[src/rtl/dec_iter.sv]
// Iterative decrementer: subtracts STEP from a start value n times, one iteration
// per clock, then holds the result until the consumer takes it.
module dec_iter #(
    parameter int WIDTH = 8,
    parameter int CNT_W = 4,
    parameter int STEP  = 1,
    parameter bit SAT   = 1'b0
) (
    input  logic             clk,
    input  logic             rst_n,
    input  logic             flush,
    input  logic             in_valid,
    output logic             in_ready,
    input  logic [WIDTH-1:0] a,
    input  logic [CNT_W-1:0] n,
    output logic             out_valid,
    input  logic             out_ready,
    output logic [WIDTH-1:0] c,
    output logic             borrow,
    output logic             zero,
    output logic             busy
);

    typedef enum logic [1:0] {
        IDLE = 2'd0,
        RUN  = 2'd1,
        DONE = 2'd2
    } state_e;

    localparam logic [WIDTH-1:0] STEP_V = WIDTH'(STEP);

    state_e           state_q, state_d;
    logic [WIDTH-1:0] acc_q, acc_d;
    logic [CNT_W-1:0] cnt_q, cnt_d;
    logic             borrow_q, borrow_d;
    logic [WIDTH:0]   diff;

    // The extra top bit of the difference is the underflow flag of one iteration.
    assign diff = {1'b0, acc_q} - {1'b0, STEP_V};

    always_ff @(posedge clk or negedge rst_n) begin
        if (!rst_n) begin
            state_q  <= IDLE;
            acc_q    <= '0;
            cnt_q    <= '0;
            borrow_q <= 1'b0;
        end else begin
            state_q  <= state_d;
            acc_q    <= acc_d;
            cnt_q    <= cnt_d;
            borrow_q <= borrow_d;
        end
    end

    always_comb begin
        state_d  = state_q;
        acc_d    = acc_q;
        cnt_d    = cnt_q;
        borrow_d = borrow_q;
        if (flush) begin
            state_d  = IDLE;
            acc_d    = '0;
            cnt_d    = '0;
            borrow_d = 1'b0;
        end else begin
            case (state_q)
                IDLE: begin
                    if (in_valid) begin
                        acc_d    = a;
                        cnt_d    = n;
                        borrow_d = 1'b0;
                        state_d  = (n == '0) ? DONE : RUN;
                    end
                end
                RUN: begin
                    if (!diff[WIDTH]) begin
                        acc_d = diff[WIDTH-1:0];
                    end else begin
                        borrow_d = 1'b1;
                        acc_d    = SAT ? '0 : diff[WIDTH-1:0];
                    end
                    cnt_d = cnt_q - CNT_W'(1);
                    if (cnt_q == CNT_W'(1)) begin
                        state_d = DONE;
                    end
                end
                DONE: begin
                    if (out_ready) begin
                        state_d = IDLE;
                    end
                end
                default: begin
                    state_d = IDLE;
                end
            endcase
        end
    end

    assign in_ready  = (state_q == IDLE);
    assign busy      = (state_q != IDLE);
    assign out_valid = (state_q == DONE);
    assign c         = acc_q;
    assign borrow    = borrow_q;
    assign zero      = out_valid && (acc_q == '0);

endmodule

[config.mk]
export PLATFORM = sky130hd
export DESIGN_NAME = dec_iter
export DESIGN_NICKNAME = d
export VERILOG_FILES = /design/src/rtl/dec_iter.sv
export SDC_FILE = /design/constraint.sdc
export NUM_CORES = 1
export LEC_CHECK = 0
export BUFFER_PORTS_ARGS = -buffer_cell sky130_fd_sc_hd__buf_2
export CAP_MARGIN = 5
export CORE_UTILIZATION = 51
export DETAILED_ROUTE_END_ITERATION = 16
export PLACE_DENSITY_LB_ADDON = 0.25
export SLEW_MARGIN = 30
export SYNTH_ARGS = -nofsm -noshare
export SYNTH_HDL_FRONTEND = slang
export SYNTH_SLANG_ARGS = --single-unit
[constraint.sdc]
create_clock -name clk -period 1.85 [get_ports clk]
set_input_delay 0.37 -clock clk [delete_from_list [all_inputs] [get_ports clk]]
set_output_delay 0.37 -clock clk [all_outputs]
set_load 0.01 [all_outputs]
After elaboration in Yosys (flattened, before gate mapping) --
Index checks and enable logic that the tools add are counted.
Cells by class: reduce and logical (&&, ||, !) cells 9, mux-type cells 16, equal/unequal tests 7, $add $sub $neg 2
Operators with widths (count):
- $mux W8 | 2
- $pmux W8 S2 | 1
- $mux W2 | 5
- $ne A3 B3 Y1 const B | 3
- $sub A8 B1 Y9 const B | 1
- $logic_not A8 Y1 | 1
- $mux W4 | 2
- $pmux W4 S2 | 1
- $pmux W2 S3 | 1
- $reduce_and A3 Y1 | 2
- $eq A4 B1 Y1 const B | 1
- $logic_not A4 Y1 | 1
- $sub A4 B1 Y4 const B | 1
- $mux W1 | 3
- $ne A3 B2 Y1 const B | 1
- $reduce_bool A3 Y1 | 1
- $eq A2 B1 Y1 const B | 1
- $eq A2 B2 Y1 const B | 1
- $logic_not A2 Y1 | 1
- $pmux W1 S2 | 1
- $reduce_and A2 Y1 | 1
- $reduce_bool A2 Y1 | 1
- $logic_and A1 B1 Y1 | 1
Storage, ports and cells: word-level logic and storage cells 38, output and inout bits 13, flip-flop bits (word level) 15, bits of input ports 17

Depth between registers and ports, before layout --
depth after elaboration 5, gate-level depth with buffers 5, depth with buffers taken out 5

Worst setup path after synthesis --
No wires, ideal clock.
kind register -> register, start point register acc_q[0] (netlist: c[0]), end point register acc_q[6] (netlist: c[6]), period minus slack after synthesis 1.632 ns, path slack 0.218 ns, stages on the path, launching flop included 6, buffers on the path 0, setup time 0.086 ns, arrival time 1.546 ns, required time 1.764 ns, cells stage by stage dfrtp_1 inv_1 ha_1 or4b_4 o31a_1 o221ai_2
On the way: word-level cells in the longest chain between the ends 3
Ends and longest elaborated chain:
- from (decl) | RTL line 33 | logic [WIDTH-1:0] acc_q, acc_d;
- from (signal assigned) | RTL line 44 | acc_q <= '0;
- from (signal assigned) | RTL line 49 | acc_q <= acc_d;
- $sub A8 B1 Y9 | RTL line 39 | assign diff = {1'b0, acc_q} - {1'b0, STEP_V};
- $pmux W8 S2 | RTL line 66 | case (state_q)
- $mux W8 | RTL line 60 | if (flush) begin
No other way between the ends. A chain may end at the register's enable or synchronous reset.

Final worst setup path --
start point register acc_q[1] (netlist: c[1]), end point output port zero
On the way: word-level cells in the longest chain between the ends 2
Ends and longest elaborated chain:
- $logic_not A8 Y1 | RTL line 104 | assign zero = out_valid && (acc_q == '0);
- $logic_and A1 B1 Y1 | RTL line 104
- to (decl) | RTL line 20 | output logic zero,
No other way between the ends.

==> out/metrics.cfg <==
[status]
status = complete, no violations

[cells_and_area]
final_cell_mix = buf_2 (29), dfrtp_1 (13), inv_1 (10), nor2_1 (10), a21oi_1 (9)
drive_gt1_frac = 0.3590
fin_util = 0.6750
final_area_um2 = 1351
diodes = 0
nNetsFinal = 177
layout_commonest_cell = buf_2
syn2layout_area_growth_pct = 22.73

[sta]
worst_pin_slew_ns = 0.7889
slew_viol_final = 0
fin_crit_ns = 1.799
timing.final.ws_setup_ns = 0.05109
finalSetupViolations = 0
fmax_mhz = 555.9
hold_viol = 0
post-route-period-util = 0.9724
fin_skew_ns = 0.002702
max_slew_margin = 0.4685
rsz0062_at_grt = yes
hold_ws_ns = 0.3297

[setup_path]
max_stage_delay_ns = 0.40
path_class = reg2out
worst_path_max_delay_cell = dfrtp_1
crit_path_cell_trace = inv_2, ha_4, nor4b_4, and3_1, buf_2
cp_max_fo = 5
end_kind = primary output
cp_data_required_time_ns = 1.48
cp_top_family = flip-flops
start_kind = flop
path_buf_inv = 2
crit_arrival_ns = 1.43

[grt]
grt-ovfl-total = 0
antenna_found_initial = 0
grt_pass1_wl_mm = 5.154
grt_max_degree = 21
track_usage = 0.2782
first_global_vias = 1149

[synthesis]
synthFlopType = dfrtp_1
synthArstFlopShare = 1.000
synthCells = 124
synth_edf_count = 0
synthesis.area_um2 = 1101
ys_ff_latch = 15
ys_seq_area_frac = 0.3409
yosys_warnings = 0
syn_nets = 144
avgSynthCellArea_um2 = 8.879
ys_types = 48

[cts]
htreeDepth = 1
clock_sinks = 15
cts_tree = done
cts_root_buf = clkbuf_4
cts_max_path_buffers = 2
path_clk_slew_ns = 0.09
cts_buffers = 3
clock_latency_ns = 0.29

[pwr]
p_sw_frac = 0.4561
total_power_w = 0.002190
p_switching_w = 0.0009987
comb_power_share = 0.614
vdd_ir_drop_max_mv = 0.8481
p_int_w = 0.001191
p_leak_nw = 0.6265
power_density_nw_per_um2 = 1620
clkPwrFrac = 0.090
seqPwrFrac = 0.296

[route]
drt_iter0_markers = 45
vias = 1136
dr.pass1.iters = 4
viasPerCell = 6.208
wl_mm = 2.935
drc_errors = 0
drtAntennaViolNets = 0
post_drt_wl_per_cell_um = 16.04

[die]
die_area_um2 = 2349
die_x_um = 48.47
fp.dieH_um = 48.47
design.core.area_um2 = 2002
rows = 16
start_util = 0.5500
num_io_pins = 30

[place]
place_area_um2 = 1270
post-place-ws_ns = 0.1566
gp_congestion = 0.8760
port_buffers = 29
dp_hpwl_mm = 2.041

[min_path]
worstHoldPathType = in2reg

[run]
drv_cap = 0

[worst reg2reg max path, cell delays in order (launching register included)]
cell     delay, ns
dfrtp_1       0.40
buf_4         0.13
buf_4         0.14
or4b_2        0.65
a21oi_1       0.18
o32ai_1       0.10
[repair_timing]
action	CTS	global route
gates resized for setup	4	6
setup endpoints to repair	1	3
endpoints found under the hold margin	15	0
pin swaps	1	0
hold buffers	1	0
setup buffers	0	1
[registers in the layout, summed over array words and instances (netlist names)]
name / count
cnt_q: 4
borrow: 1
state_q: 2
c: 8
[worst paths after layout]
check / start / end / slack [ns] / cells past startpoint
max in group asynchronous: rst_n / state_q[0]$_DFFE_PN0P_ / 1.05 / 2
min reg2reg: borrow$_DFFE_PN0P_ / borrow$_DFFE_PN0P_ / 0.50 / 2
max reg2reg: c[0]$_DFFE_PN0P_ / c[3]$_DFFE_PN0P_ / 0.08 / 5
max: c[1]$_DFFE_PN0P_ / zero / 0.05 / 5
min in group asynchronous: rst_n / borrow$_DFFE_PN0P_ / 0.51 / 2
min: out_ready / state_q[1]$_DFFE_PN0P_ / 0.33 / 4
[layout make-up]
type                       instances  area [um2]
multi-input combinational         87       653.1
clock buffer                       4       26.28
tap                               27       33.78
sequential                        15       377.9
inverter                          12       45.04
timing repair buffer              38       215.2
fill                             182       650.6
[synthesized netlist by cell type, drive strengths merged, types with 3 or more instances]
| master | instances | area, um2 |
|---|---|---|
| a211oi | 5 | 37.54 |
| a21o | 4 | 30.03 |
| a21oi | 9 | 45.04 |
| buf | 7 | 50.05 |
| clkbuf | 3 | 12.51 |
| dfrtp | 15 | 375.4 |
| ha | 3 | 37.54 |
| inv | 12 | 45.04 |
| nand2 | 5 | 18.77 |
| nor2 | 10 | 37.54 |
| nor3b | 4 | 30.03 |
| nor4 | 3 | 18.77 |
| o32ai | 4 | 35.03 |
| or2 | 3 | 18.77 |
[layer usage]
metal / track usage / share of wire / wire [um]
met1: 0.3586 / 0.44 / 1302
met5: 0 / 0 / 0
met2: 0.4319 / 0.47 / 1387
met4: 0.1716 / 0.020 / 59
met3: 0.05031 / 0.064 / 187
[power groups by stage]
stage / Sequential, W / Combinational [W] / Clock, W
3_3_place_gp: 0.000608 / 0.00121 / 0
3_5_place_dp: 0.000620 / 0.00125 / 0
5_1_grt: 0.000665 / 0.00148 / 0.000213
6_report: 0.000649 / 0.00134 / 0.000196
2_1_floorplan: 0.000607 / 0.000882 / 0
4_1_cts: 0.000630 / 0.00130 / 0.000197
[metrics by stage]
stage / TNS, ns / std cells
6_report: 0 / 183
5_1_grt: -0.01279 / 183
4_1_cts: 0 / 182
3_5_place_dp: 0 / 177
3_3_place_gp: 0 / 177
2_1_floorplan: 0 / 124
[cell families after synthesis]
| logic type | count (synthesis) | share of synthesized area |
|---|---|---|
| fa+ha+maj | 3 | 0.03409 |
| flops | 15 | 0.3409 |
| compound gates | 39 | 0.2682 |
| mux | 2 | 0.01818 |
| buf+inv | 22 | 0.09772 |
| simple gates | 43 | 0.2409 |
Power figures use the tool's default switching activity.
